==> config.mk <==
export PLATFORM = sky130hd
export DESIGN_NAME = bus_arbiter
export DESIGN_NICKNAME = d
export VERILOG_FILES = /design/src/rtl/bus_pkg.sv /design/src/rtl/rr_pick.sv /design/src/rtl/bus_arbiter.sv
export SDC_FILE = /design/constraint.sdc
export NUM_CORES = 1
export LEC_CHECK = 0
export BUFFER_PORTS_ARGS = -buffer_cell sky130_fd_sc_hd__buf_2
export CORE_ASPECT_RATIO = 0.8
export CORE_MARGIN = 2
export CORE_UTILIZATION = 40
export CTS_CLUSTER_SIZE = 28
export DETAILED_ROUTE_END_ITERATION = 8
export PLACE_DENSITY_LB_ADDON = 0.25
export SYNTH_ARGS = -nofsm -noshare
export SYNTH_HDL_FRONTEND = slang
export SYNTH_HIERARCHICAL = 1
export SYNTH_SLANG_ARGS = --single-unit
==> constraint.sdc <==
create_clock -name clk -period 4.17 [get_ports clk]
set_input_delay 0.6255 -clock clk [delete_from_list [all_inputs] [get_ports clk]]
set_output_delay 0.6255 -clock clk [all_outputs]
set_load 0.03 [all_outputs]
==> src/rtl/bus_pkg.sv <==
// Shared constants and types for the four-source bus arbiter.
package bus_pkg;

  localparam int unsigned N_SRC = 4;

  typedef enum logic {
    ST_IDLE = 1'b0,
    ST_OWN  = 1'b1
  } state_e;

  localparam logic [1:0] SRC_A = 2'd0;
  localparam logic [1:0] SRC_B = 2'd1;
  localparam logic [1:0] SRC_C = 2'd2;
  localparam logic [1:0] SRC_D = 2'd3;

  function automatic logic [N_SRC-1:0] onehot(input logic [1:0] idx);
    return 4'b0001 << idx;
  endfunction

endpackage

==> src/rtl/rr_pick.sv <==
// Round-robin search: first candidate at or after ptr+1, wrapping, skipping excluded sources.
module rr_pick
  import bus_pkg::*;
(
  input  logic [N_SRC-1:0] req,
  input  logic [1:0]       ptr,
  input  logic [N_SRC-1:0] excl,
  output logic             found,
  output logic [1:0]       idx
);

  logic [N_SRC-1:0] cand;
  logic [1:0]       pos;

  always_comb begin
    found = 1'b0;
    idx   = ptr;
    pos   = '0;
    cand  = req & ~excl;
    // i == N_SRC wraps back to ptr itself, so it is searched last
    for (int unsigned i = 1; i <= N_SRC; i++) begin
      pos = ptr + 2'(i);
      if (!found && cand[pos]) begin
        found = 1'b1;
        idx   = pos;
      end
    end
  end

endmodule

==> src/rtl/bus_arbiter.sv <==
// Round-robin bus arbiter with capped tenure; drives bus select lines and a one-hot grant.
module bus_arbiter
  import bus_pkg::*;
#(
  parameter int unsigned MAX_HOLD = 4
) (
  input  logic       clk,
  input  logic       clr,
  input  logic [3:0] req,
  output logic [3:0] gnt,
  output logic       s1,
  output logic       s0,
  output logic       busy,
  output logic [1:0] owner
);

  localparam logic [3:0] MaxHold = 4'(MAX_HOLD);

  state_e     state_q, state_d;
  logic [3:0] gnt_q, gnt_d;
  logic [3:0] cnt_q, cnt_d;
  logic [1:0] owner_q, owner_d;
  logic [1:0] sel_q, sel_d;

  logic [3:0] excl;
  logic       found;
  logic [1:0] pick_idx;
  logic       take;

  // The current owner never competes against itself while it holds the bus
  assign excl = (state_q == ST_OWN) ? onehot(owner_q) : '0;

  rr_pick u_pick (
    .req   (req),
    .ptr   (owner_q),
    .excl  (excl),
    .found (found),
    .idx   (pick_idx)
  );

  always_comb begin
    state_d = state_q;
    gnt_d   = gnt_q;
    cnt_d   = cnt_q;
    owner_d = owner_q;
    sel_d   = sel_q;
    take    = 1'b0;

    unique case (state_q)
      ST_IDLE: take = found;
      ST_OWN: begin
        if (!req[owner_q]) begin
          if (found) begin
            take = 1'b1;
          end else begin
            state_d = ST_IDLE;
            gnt_d   = '0;
            cnt_d   = '0;
          end
        end else if (cnt_q < MaxHold) begin
          cnt_d = cnt_q + 4'd1;
        end else if (found) begin
          take = 1'b1;
        end else begin
          cnt_d = 4'd1;
        end
      end
      default: state_d = ST_IDLE;
    endcase

    if (take) begin
      state_d = ST_OWN;
      gnt_d   = onehot(pick_idx);
      owner_d = pick_idx;
      sel_d   = pick_idx;
      cnt_d   = 4'd1;
    end
  end

  always_ff @(posedge clk) begin
    if (clr) begin
      state_q <= ST_IDLE;
      gnt_q   <= '0;
      cnt_q   <= '0;
      owner_q <= SRC_D;
      sel_q   <= SRC_A;
    end else begin
      state_q <= state_d;
      gnt_q   <= gnt_d;
      cnt_q   <= cnt_d;
      owner_q <= owner_d;
      sel_q   <= sel_d;
    end
  end

  assign gnt   = gnt_q;
  assign s1    = sel_q[1];
  assign s0    = sel_q[0];
  assign busy  = (state_q == ST_OWN);
  assign owner = owner_q;

endmodule

==> flow_summary.yaml <==
timing:
  final_hold_viol_count: 0
  setup_viol: 0
  finalCritPeriodShare_pct: 47.9
  max_freq_mhz: 500
  clock_skew_ps: 0.716
  fin_crit_ps: 2000
  relSlewSlack_pct: 66.2
  tns_ps: 0
  tightest_slew_ps: 505
  final-max-slew-violation-count: 0
  rsz0062_at_grt: "no"
  whs_ps: 462
synth:
  netlist_area_sq_um: 693
  syn_nets: 80
  synth_area_leader_cell: "dfxtp_1"
  syn_avg_cell_area_sq_um: 9.50
  yosysSeqAreaShare_pct: 37.5
  yosys.cell_types.count: 31
  ys_async_sr_fraction_pct: 0
  ys_ff_latch: 13
  yosysWarnings: 6
  netlist_top_cells_area: "dfxtp_1, nor2_1, mux2i_1"
  synth_edf_count: 0
  synthFlopType: "dfxtp_1"
  synth_top_area_share_pct: 37.5
  synthesis.instances: 73
run:
  drv_cap: 0
layout:
  final_common_cell: "buf_2"
  fin_util_pct: 50.0
  n_fill_cell: 171
  n_antenna_cell: 0
  mostFrequentLayoutCells: "buf_2, dfxtp_1, nor2_1, nand2b_1"
  post_layout_nonfiller_instances: 112
  layout-drive-gt1-share_pct: 27.8
  nets: 98
  multiInputGateArea_sq_um: 418
  seqCellArea_sq_um: 260
  syn_to_final_growth_pct: 17.3
route:
  drc: 0
  via_count: 606
  wl_per_cell_um: 12.7
  vias_per_cell: 5.41
  drt_iter0_markers: 14
  postRouteWirelength_um: 1430
  ant_nets: 0
  first_pass_iters: 4
global_routing:
  grt_pass1_vias: 562
  antenna_found_initial: 0
  grt_usage_pct: 16.2
  grt_pass1_wl_um: 2440
  grt_max_degree: 13
  grt_overflow: 0
cts:
  clk_latency_ps: 270
  cts_inserted_buffers: 3
  post_cts_buffers: 0
  htreeDepth: 1
  cts_root_buf: "clkbuf_4"
  cts_resized: 0
  clkSlewWorstSetupHoldPaths_ps: 80
  cts_tree: "yes"
  cts.sinks: 13
  clock_path_buffers: 2
  postCtsHoldBufs: 0
setup_path:
  cpPeakStageDelay_ps: 570
  rrSetupSlack_ps: 2170
  cp.required_ps: 4340
  path_cells: "and3_2, and2b_1, nor2_1, nand3_1, inv_1, a21oi_1, a32o_1"
  crit_fanout: 12
  slowest_stage: "dfxtp_1"
  cp-end-kind: "register"
  worstSetupPathType: "reg2reg"
  crit_path_start_kind: "register"
  r2r_end: "gnt[1]$_SDFFE_PP0P_"
  r2r_start: "owner[0]$_SDFFE_PP1P_"
  cp.arrival_ps: 2170
  reg2regPathDepth: 7
floorplan:
  ioPinCount: 15
  die-area_sq_um: 2080
  initial_utilization_pct: 42.6
  core_area_sq_um: 1630
  die_y_um: 41.2
  fp-row-count: 13
  die_x_um: 50.5
worst_hold_path:
  hold_path_end: "sel_q[1]$_SDFFE_PP0P_"
  hold_path_depth: 2
  hold_class: "reg2reg"
  min_from: "sel_q[1]$_SDFFE_PP0P_"
placement:
  placedCellCount: 108
  place_congestion: 0.823
  dp.final_hpwl_um: 1050
  portBuffers: 14
outcome:
  status: "finished, final reports clean"
pwr:
  p_per_area_nw_per_um2: 590
  finalPower_uw: 480
  irDropWorstVdd_mv: 0.263
  p_leak_nw: 0.364
## worst max-delay path by stage
stage                               end  cells after the start  slack, ps             startpoint
floorplan           gnt[1]$_SDFFE_PP0P_                      7       2190  owner[0]$_SDFFE_PP1P_
global placement    gnt[2]$_SDFFE_PP0P_                      4       2210                 req[3]
detailed placement  gnt[2]$_SDFFE_PP0P_                      4       2210                 req[3]
CTS                 gnt[1]$_SDFFE_PP0P_                      7       2190  owner[0]$_SDFFE_PP1P_
global route        gnt[1]$_SDFFE_PP0P_                      7       1990  owner[0]$_SDFFE_PP1P_
finish              gnt[1]$_SDFFE_PP0P_                      7       2170  owner[0]$_SDFFE_PP1P_
## cells in the mapped netlist, types with 3 or more instances
| library cell | n |
|---|---|
| mux2i_1 | 3 |
| a22o_1 | 3 |
| dfxtp_1 | 13 |
| nor2b_1 | 3 |
| nand2b_1 | 4 |
| nor2_1 | 11 |
| nor3_1 | 3 |
| inv_1 | 3 |
## worst max-delay path: cells and delay by family, from the launching register on
family	cells	cell delay, ps
simple gates	4	740
flops	1	570
compound gates	2	400
buf+inv	1	190
## cells by family (layout without fill, tap and decap cells)
family / count (synthesis) / in the layout / share of synthesized area [%]
mux: 4 / 4 / 7.58
simple gates: 31 / 31 / 24.0
buf+inv: 4 / 21 / 2.17
flops: 13 / 13 / 37.5
compound gates: 20 / 20 / 26.9
fa+ha+maj: 1 / 1 / 1.80
## layout make-up
cell class / count / share of cell area [%]
Sequential cell: 13 / 32.0
Tap cell: 22 / 3.38
Inverter: 3 / 1.38
Timing Repair Buffer: 14 / 8.62
Multi-Input combinational cell: 56 / 51.4
Clock buffer: 4 / 3.23
## stage by stage
| stage | setup WS, ps | instance area (sq um) |
|---|---|---|
| floorplan | 2190 | 693 |
| global route | 1990 | 813 |
| detailed placement | 2210 | 787 |
| global placement | 2210 | 787 |
| CTS | 2190 | 813 |
| finish | 2170 | 813 |
## layer usage
metal	up-vias	wire length, um	track usage, %
met5	-	0	0
met4	0	6	4.05
met3	2	58	6.57
met2	10	626	27.6
met1	281	733	19.7
li1	313	-	-
## report_power, final
| part | total, mW | internal, mW | leakage [nW] | switching, mW |
|---|---|---|---|---|
| registers | 0.186 | 0.151 | 0.107 | 0.0344 |
| clock network | 0.0785 | 0.0371 | 0.0150 | 0.0414 |
| logic | 0.215 | 0.0862 | 0.242 | 0.129 |
| total | 0.480 | 0.275 | 0.364 | 0.205 |
## state kept, by name, indices dropped and copies added, names as in the netlist
name   count
owner      2
gnt        4
busy       1
sel_q      2
cnt_q      4
Power figures use the tool's default switching activity.
